**config.mk**
```make
export PLATFORM = sky130hd
export DESIGN_NAME = max_pool_stream
export DESIGN_NICKNAME = d
export VERILOG_FILES = /design/src/rtl/cnn_pkg.sv /design/src/rtl/pool_row_buffer.sv /design/src/rtl/max_pool_stream.sv
export SDC_FILE = /design/constraint.sdc
export NUM_CORES = 1
export LEC_CHECK = 0
export BUFFER_PORTS_ARGS = -buffer_cell sky130_fd_sc_hd__buf_2
export CAP_MARGIN = 40
export CORE_UTILIZATION = 56
export CTS_CLUSTER_SIZE = 10
export DETAILED_ROUTE_END_ITERATION = 7
export HOLD_SLACK_MARGIN = 0.03
export PLACE_DENSITY = 0.73
export SYNTH_ARGS = -nofsm -noshare
export SYNTH_HDL_FRONTEND = slang
export SYNTH_SLANG_ARGS = --single-unit
export TNS_END_PERCENT = 10
```
**constraint.sdc**
```tcl
create_clock -name clk_i -period 8 [get_ports clk_i]
set_input_delay 0.8 -clock clk_i [delete_from_list [all_inputs] [get_ports clk_i]]
set_output_delay 0.8 -clock clk_i [all_outputs]
set_load 0.01 [all_outputs]
```
**src/rtl/cnn_pkg.sv**
```systemverilog
`default_nettype none
// ============================================================================
// Module   : cnn_pkg
// Brief    : Shared CNN datapath constants, pooling phase type and the
//            signed max helper used by the ReLU and max-pool stages.
// Revision : 1.0 - initial release
// ============================================================================
package cnn_pkg;

  localparam int IMG_WIDTH      = 28;
  localparam int CONV_OUT_WIDTH = 26;
  localparam int POOL_OUT_WIDTH = 13;
  localparam int ACC_WIDTH      = 32;

  // Which half of a 2x2 window the current input row feeds.
  typedef enum logic [1:0] {
    TOP    = 2'd0,
    BOTTOM = 2'd1,
    DROP   = 2'd2
  } pool_phase_e;

  // Signed maximum at full accumulator width.
  function automatic logic signed [ACC_WIDTH-1:0] max2(
    input logic signed [ACC_WIDTH-1:0] a,
    input logic signed [ACC_WIDTH-1:0] b
  );
    return (a > b) ? a : b;
  endfunction

endpackage
`default_nettype wire

```
**src/rtl/pool_row_buffer.sv**
```systemverilog
`default_nettype none
// ============================================================================
// Module   : pool_row_buffer
// Brief    : Half-row register array holding the horizontal maxima of the
//            top row of each 2x2 window. One write port, one combinational
//            read port. Not reset: every entry is written before it is read.
// Revision : 1.0 - initial release
// ============================================================================
module pool_row_buffer #(
  parameter int DEPTH      = 13,
  parameter int DATA_WIDTH = 32,
  parameter int ADDR_W     = 4
) (
  input  logic                         clk_i,
  input  logic                         we_i,
  input  logic [ADDR_W-1:0]            waddr_i,
  input  logic signed [DATA_WIDTH-1:0] wdata_i,
  input  logic [ADDR_W-1:0]            raddr_i,
  output logic signed [DATA_WIDTH-1:0] rdata_o
);

  logic signed [DATA_WIDTH-1:0] mem [DEPTH];

  // Store the top-row pair maximum for the column pair being completed.
  always_ff @(posedge clk_i) begin
    if (we_i) begin
      mem[waddr_i] <= wdata_i;
    end
  end

  assign rdata_o = mem[raddr_i];

endmodule
`default_nettype wire

```
**src/rtl/max_pool_stream.sv**
```systemverilog
`default_nettype none
// ============================================================================
// Module   : max_pool_stream
// Brief    : Streaming 2x2 / stride-2 signed max-pool over a raster-ordered
//            feature map with valid/ready on both sides. A half-row buffer
//            carries the top-row maxima down to the bottom row of each window.
//            DATA_WIDTH must not exceed cnn_pkg::ACC_WIDTH.
// Revision : 1.0 - initial release
// ============================================================================
module max_pool_stream
  import cnn_pkg::*;
#(
  parameter int DATA_WIDTH = 32,
  parameter int IN_WIDTH   = 26,
  parameter int IN_HEIGHT  = 26
) (
  input  logic                         clk_i,
  input  logic                         rst_ni,
  input  logic                         clear_i,
  input  logic signed [DATA_WIDTH-1:0] in_data_i,
  input  logic                         in_valid_i,
  output logic                         in_ready_o,
  output logic signed [DATA_WIDTH-1:0] out_data_o,
  output logic                         out_valid_o,
  input  logic                         out_ready_i,
  output logic                         frame_done_o
);

  localparam int COL_W     = (IN_WIDTH  > 1) ? $clog2(IN_WIDTH)  : 1;
  localparam int ROW_W     = (IN_HEIGHT > 1) ? $clog2(IN_HEIGHT) : 1;
  localparam int BUF_DEPTH = (IN_WIDTH + 1) / 2;
  localparam int ADDR_W    = (BUF_DEPTH > 1) ? $clog2(BUF_DEPTH) : 1;
  localparam logic [COL_W-1:0] LAST_COL = COL_W'(IN_WIDTH - 1);
  localparam logic [ROW_W-1:0] LAST_ROW = ROW_W'(IN_HEIGHT - 1);
  localparam bit ODD_W = (IN_WIDTH  % 2) == 1;
  localparam bit ODD_H = (IN_HEIGHT % 2) == 1;

  logic [COL_W-1:0]             col;
  logic [ROW_W-1:0]             row;
  pool_phase_e                  phase;
  logic signed [DATA_WIDTH-1:0] hmax;
  logic signed [DATA_WIDTH-1:0] out_data_q;
  logic                         out_valid_q;
  logic                         frame_done_q;

  logic                         accept;
  logic                         col_last;
  logic                         row_last;
  logic                         trail_col;
  logic [ROW_W-1:0]             next_row;
  logic                         rb_we;
  logic [ADDR_W-1:0]            rb_addr;
  logic signed [DATA_WIDTH-1:0] rb_wdata;
  logic signed [DATA_WIDTH-1:0] rb_rdata;
  logic signed [DATA_WIDTH-1:0] window_max;

  // Signed max at sample width, routed through the shared helper.
  function automatic logic signed [DATA_WIDTH-1:0] smax(
    input logic signed [DATA_WIDTH-1:0] a,
    input logic signed [DATA_WIDTH-1:0] b
  );
    return DATA_WIDTH'(max2(ACC_WIDTH'(a), ACC_WIDTH'(b)));
  endfunction

  // Phase a row belongs to: odd rows close windows, an unpaired last row is dropped.
  function automatic pool_phase_e phase_for(input logic [ROW_W-1:0] r);
    if (r[0]) begin
      return BOTTOM;
    end else if (ODD_H && (r == LAST_ROW)) begin
      return DROP;
    end else begin
      return TOP;
    end
  endfunction

  // Single output register: accept whenever it is empty or draining this cycle.
  assign in_ready_o = !out_valid_q || out_ready_i;
  assign accept     = in_valid_i && in_ready_o;
  assign col_last   = (col == LAST_COL);
  assign row_last   = (row == LAST_ROW);
  assign trail_col  = ODD_W && col_last;
  assign next_row   = row_last ? '0 : row + ROW_W'(1);

  assign rb_addr    = ADDR_W'(col >> 1);
  assign rb_wdata   = smax(hmax, in_data_i);
  assign rb_we      = accept && !clear_i && (phase == TOP) && col[0];
  assign window_max = smax(smax(rb_rdata, hmax), in_data_i);

  pool_row_buffer #(
    .DEPTH      (BUF_DEPTH),
    .DATA_WIDTH (DATA_WIDTH),
    .ADDR_W     (ADDR_W)
  ) u_row_buffer (
    .clk_i   (clk_i),
    .we_i    (rb_we),
    .waddr_i (rb_addr),
    .wdata_i (rb_wdata),
    .raddr_i (rb_addr),
    .rdata_o (rb_rdata)
  );

  // Raster counters, phase tracking, horizontal max and the output register.
  always_ff @(posedge clk_i or negedge rst_ni) begin
    if (!rst_ni) begin
      col          <= '0;
      row          <= '0;
      phase        <= TOP;
      hmax         <= '0;
      out_data_q   <= '0;
      out_valid_q  <= 1'b0;
      frame_done_q <= 1'b0;
    end else if (clear_i) begin
      col          <= '0;
      row          <= '0;
      phase        <= TOP;
      out_valid_q  <= 1'b0;
      frame_done_q <= 1'b0;
    end else begin
      frame_done_q <= accept && col_last && row_last;
      if (out_valid_q && out_ready_i) begin
        out_valid_q <= 1'b0;
      end
      if (accept) begin
        if (col_last) begin
          col   <= '0;
          row   <= next_row;
          phase <= phase_for(next_row);
        end else begin
          col <= col + COL_W'(1);
        end
        // Trailing odd column and dropped last row are counted but ignored.
        if (!trail_col && (phase != DROP)) begin
          if (!col[0]) begin
            hmax <= in_data_i;
          end else if (phase == BOTTOM) begin
            out_data_q  <= window_max;
            out_valid_q <= 1'b1;
          end
        end
      end
    end
  end

  assign out_data_o   = out_data_q;
  assign out_valid_o  = out_valid_q;
  assign frame_done_o = frame_done_q;

endmodule
`default_nettype wire

```
==> After elaboration in Yosys (flattened, before gate mapping) <==
Memories as Yosys holds them, arrays and structs flattened.
Cells that the tools add are included.
{ "totals": {"regBits": 78, "mem_bits_rw": 416, "elab_cells": 58, "memories": 1} }
{ "classes": {"n_addsub": 2, "magnitude_cmp": 3, "eq_ne": 4, "mux": 23, "bitwise_logic": 2, "n_reduce_logical": 16} }
{ "memory_table": {"columns": ["name", "words", "width", "rd", "rd_ports_with_merged_regs", "write_ports", "line", "rtl"], "rows": [
  ["u_row_buffer.mem", 13, 32, 1, 0, 1, "pool_row_buffer.sv:22", "logic signed [DATA_WIDTH-1:0] mem [DEPTH];"]
]} }
{ "op_table": {"columns": ["operator", "count"], "rows": [
  ["32-bit greater-than comparator", 3],
  ["32-bit two-way mux", 3],
  ["5-bit two-way mux", 7],
  ["5-bit by 1-bit adder with 5-bit output, second input constant", 2],
  ["5-bit equality test, second input constant", 2],
  ["1-bit two-way mux", 10],
  ["1-bit logical AND", 7],
  ["2-bit two-way mux", 3],
  ["5-bit AND reduction", 1],
  ["4-bit AND reduction", 1],
  ["2-bit nonzero test", 2],
  ["2-bit by 1-bit equality test with 1-bit output, second input constant", 1],
  ["1-bit logical NOT", 2],
  ["2-bit logical NOT", 1],
  ["2-bit != test, second input constant", 1],
  ["1-bit inverter", 2],
  ["2-bit AND reduction", 1],
  ["1-bit logical OR", 1]
]} }

==> Depth between registers and ports, before layout <==
{ "depth": {"ltp_word": 8, "depth_mapped": 24, "ltp_nobuf": 18} }

==> Hierarchy <==
A second synthesis with hierarchy kept.
{ "hier_totals": {"hier_cells": 1548, "area_unflattened_um2": 23186.0} }
{ "modules_own_cells": {"columns": ["mod", "n_inst", "cells_each", "area_per_inst_um2", "seq_area_each_um2"], "rows": [
  ["pool_row_buffer", 1, 669, 15825.2, 12492.0],
  ["max_pool_stream", 1, 879, 7360.8, 1901.8]
]} }

==> Worst setup path before layout <==
Ideal clock, no wire load.
{ "synth_path": {"path_kind": "flip-flop to flip-flop", "from": "register col[1]", "to": "register out_data_q[10], in the netlist out_data_o[10]", "setup_time_ns": 0.124, "t_arrival_ns": 5.702, "t_required_ns": 7.876, "slack_ns": 2.174, "stages_incl_launch_ff": 22, "period_less_slack_ns": 5.826, "cell_sequence": "dfrtp_1 > buf_6 > buf_4 > mux4_2 > mux4_2 > ha_1 > a21o_1 > a2111o_1 > nor3_1 > a31oi_1 > o21ai_1 > buf_2 > mux2_2 > ha_1 > a21oi_1 > o21ai_1 > a2111o_1 > o32a_1 > o211ai_2 > nor2_1 > clkbuf_1 > a211o_1"} }
{ "synth_via": {"elab_chain_len": 5} }
{ "synth_rtl": {"columns": ["item", "line", "rtl"], "rows": [
  ["start, declared", "max_pool_stream.sv:38", "logic [COL_W-1:0] col;"],
  ["start signal, assigned", "max_pool_stream.sv:129", "col <= col + COL_W'(1);"],
  ["memory read 13 x 32 bit *", null, null],
  ["32-bit greater-than comparator", "cnn_pkg.sv:27", "return (a > b) ? a : b;"],
  ["32-bit two-way mux *", "cnn_pkg.sv:27", null],
  ["32-bit greater-than comparator", "cnn_pkg.sv:27", null],
  ["32-bit two-way mux *", "cnn_pkg.sv:27", null],
  ["end signal, assigned", "max_pool_stream.sv:136", "out_data_q <= window_max;"],
  ["end, declared", "max_pool_stream.sv:42", "logic signed [DATA_WIDTH-1:0] out_data_q;"]
]} }
Mark *: on every way between the ends. The rest lies on a longest branch, timed or not.
A chain may end at the register's enable or synchronous reset.

==> Final worst setup path <==
{ "layout_path": {"from": "register col[1]", "to": "register out_data_q[17], in the netlist out_data_o[17]"} }
Same word-level chain as after synthesis.

==> impl_metrics.csv <==
group,metric,value,unit
run_status,status,"complete, no violations",
worst_hold_path,min_path_type,"primary input to asynchronous set/reset pin",
synthesis,ys_seq_area_share,65.31,%
timing,fin_crit_sh,88.36,%
setup_path,critical_path_class,"register to register",
timing,worst_pin_slew,990.0,ps
cts,cts_max_level,2,
pwr,design_power_total,6.117,mW
timing,rsz0062_at_grt,"false",
cts,cts_tree,"yes",
floorplan,ios,72,
setup_path,timing.rr.start,"col[1]",
final_layout,mostFrequentLayoutCells,"416 x edfxtp_1, 128 x mux4_2, 100 x ha_1",
setup_path,cp.required,8450,ps
floorplan,rows,72,
cts,cts.sinks,492,
cts,numCtsBuffers,55,
detailed_routing,first_pass_iters,5,
grt,grt_pass1_wl,77870,µm
placement,dpl.hpwl,32340,µm
timing,finalClockSkew,13.52,ps
setup_path,crit_path_top_delay_cell,"dfrtp_4",
cts,cts_buffer_depth,3,
cts,cts_hold_buf,0,
setup_path,r2r_slack,930,ps
floorplan,die_w,200.4,µm
cts,clk_pin_slew,60,ps
detailed_routing,viasPerCell,6.195,
cts,postCtsSetupBuffers,0,
detailed_routing,vias,12320,
synthesis,ys_types,50,
setup_path,r2r_cells,21,
placement,pre_cts_ws,1030,ps
synthesis,yosys_warnings,0,
pwr,ir_drop,0.0001856,V
floorplan,die_h,200.4,µm
placement,globalplace.congestion,0.8673,
setup_path,cp_cell_sequence,"buf_12 > buf_4 > mux4_2 > mux4_2 > ha_1 > nand4_1 > nor4_1 > a32oi_1 > o21ai_4 > buf_16 > mux2_2 > ha_1 > nor2b_1 > o211ai_1 > a2111oi_0 > buf_1 > o32a_1 > o211ai_4 > buf_4 > and3_1 > a211o_1",
detailed_routing,drt_iter0_drc,1126,
setup_path,critical_path_peak_fanout,36,
final_layout,multi_input_comb_area,7168,µm²
grt,antenna_found_initial,0,
cts,clock_latency,570,ps
placement,port_buffers,71,
final_layout,utilization,64.34,%
final_layout,seqCellArea,14400,µm²
timing,layout_setup_ws,930.9,ps
grt,grt-ovfl-total,0,
floorplan,start_util,56.90,%
timing,hold_viol,0,
floorplan,core_area,38740,µm²
grt,grt_usage,26.12,%
setup_path,cp_slowest_stage_delay,650,ps
timing,relSlewSlack,32.12,%
floorplan,design.die.area,40150,µm²
setup_path,arrival,7520,ps
final_layout,antenna_cells,0,
synthesis,synth-seq-cells,492,
cts,cts-resized-gates,0,
detailed_routing,finalWirelength,51180,µm
final_layout,final_common_cell,"edfxtp_1",
synthesis,synth.net_count,1441,
final_layout,nets,1564,
timing,min_period,7069,ps
cts,cts_root_buffer,"clkbuf_16",
timing,setup_viol,0,
detailed_routing,ant_nets,0,
synthesis,netlist_instances,1304,
final_layout,area_delta_synth_final,13.09,%
final_layout,layout-drive-gt1-share,24.88,%
setup_path,end_kind,"register",
pwr,leakage,9.315,nW
setup_path,worstSetupStartpointType,"register",
setup_path,worst_r2r_endpoint,"out_data_o[17]",
synthesis,syn_area_per_cell,16.90,µm²
final_layout,fillCellCount,2737,
final_layout,final-instance-count-excl-fill,1989,
pwr,power_density,245.4,nW/µm²
placement,dp.cells,1879,
timing,drv_slew,0,
detailed_routing,drc_errors,0,
grt,first_global_vias,12670,
grt,grt_start_max_net_pins,65,
run,drv_cap,0,
synthesis,syn_area,22040,µm²
timing,max_freq,141.5,MHz
timing,tns,0,ps
detailed_routing,routedWlPerCell,25.73,µm
## area by class of cell
class,instances,share of cell area (%)
Sequential cell,492,57.79
Multi-Input combinational cell,681,28.76
Clock buffer,98,6.170
Timing Repair Buffer,125,3.524
Tap cell,518,2.600
Inverter,72,1.084
Clock inverter,3,0.07028
## cells by family (layout without fill, tap and decap cells)
group           Yosys count  after routing  share of synthesized area [%]
compound gates          160            160                          4.780
fa+ha+maj               100            100                          5.677
buf+inv                 131            298                          2.714
flops                   492            492                          65.31
mux                     192            192                          16.19
simple gates            229            229                          5.336
## power by group
| part | internal, mW | switching, mW |
|---|---|---|
| registers | 2.97 | 0.0311 |
| logic | 0.343 | 0.551 |
| clock network | 1.28 | 0.935 |
| total | 4.60 | 1.52 |
## synthesized netlist by cell type, drive strengths merged
library cell / number / area (µm²)
edfxtp: 416 / 12490
mux4: 128 / 2883
ha: 100 / 1251
dfrtp: 76 / 1902
inv: 72 / 270.3
nand2: 60 / 225.2
o21ai: 57 / 285.3
a21oi: 35 / 175.2
clkbuf: 34 / 127.6
nor2: 34 / 127.6
a211o: 33 / 289.0
and3: 33 / 206.5
and2: 32 / 200.2
mux2: 32 / 364.1
mux2i: 32 / 320.3
buf: 25 / 200.2
nand4: 19 / 118.9
nand3: 17 / 85.08
nor3: 10 / 50.05
a21o: 7 / 52.55
nand2b: 7 / 43.79
nor4: 5 / 31.28
o211ai: 5 / 42.54
nor2b: 4 / 25.02
o31ai: 3 / 22.52
or4: 3 / 26.27
a2111o: 2 / 22.52
a2111oi: 2 / 17.52
a211oi: 2 / 15.01
a221oi: 2 / 17.52
a31oi: 2 / 12.51
nand4b: 2 / 17.52
o21a: 2 / 15.01
o2bb2ai: 2 / 17.52
or2: 2 / 12.51
a21boi: 1 / 7.510
a22oi: 1 / 7.510
a311oi: 1 / 8.760
a32oi: 1 / 8.760
o311ai: 1 / 26.28
o32a: 1 / 10.01
or3: 1 / 6.260
## sequential cells by signal (all words and copies together) (netlist names)
name	cells
col	5
u_row_buffer.mem	416
out_valid_o	1
hmax	32
out_data_o	32
frame_done_o	1
row	5
## per-stage QoR
step	cell area, µm²	hold WS, ps
2_1_floorplan	22040	445.0
3_3_place_gp	23120	472.8
3_5_place_dp	23300	471.7
4_1_cts	24860	62.80
5_1_grt	24920	67.84
6_report	24920	72.72
## layer usage
metal  track usage, %  up-vias  part of all wire, %
met1            36.27     6345                   41
met3            4.946       87                  7.4
met2            42.29      464                   49
li1                 -     5426                    -
met4            8.124        0                  2.6
met5                0        -                    0
## worst max-delay path by stage
stage,endpoint,slack [ps],start,cells past startpoint
after floorplan,out_data_o[10],2170,col[1],21
after global placement,out_data_o[8],370,col[2],19
after detailed placement,out_data_o[12],1030,col[2],21
after CTS,out_data_o[17],940,col[1],22
after global routing,out_data_o[17],750,col[1],21
final,out_data_o[17],930,col[1],21
## critical path, delay by kind of cell (launching register included)
| family | cells | cell delay [ps] |
|---|---|---|
| adders and majority gates | 2 | 640 |
| AOI/OAI and AO/OA | 7 | 1780 |
| DFF | 1 | 650 |
| and+or+nand+nor | 4 | 1060 |
| muxes | 3 | 1420 |
| buffers and inverters | 5 | 1270 |
No activity file was read; power rests on OpenSTA's default activity.
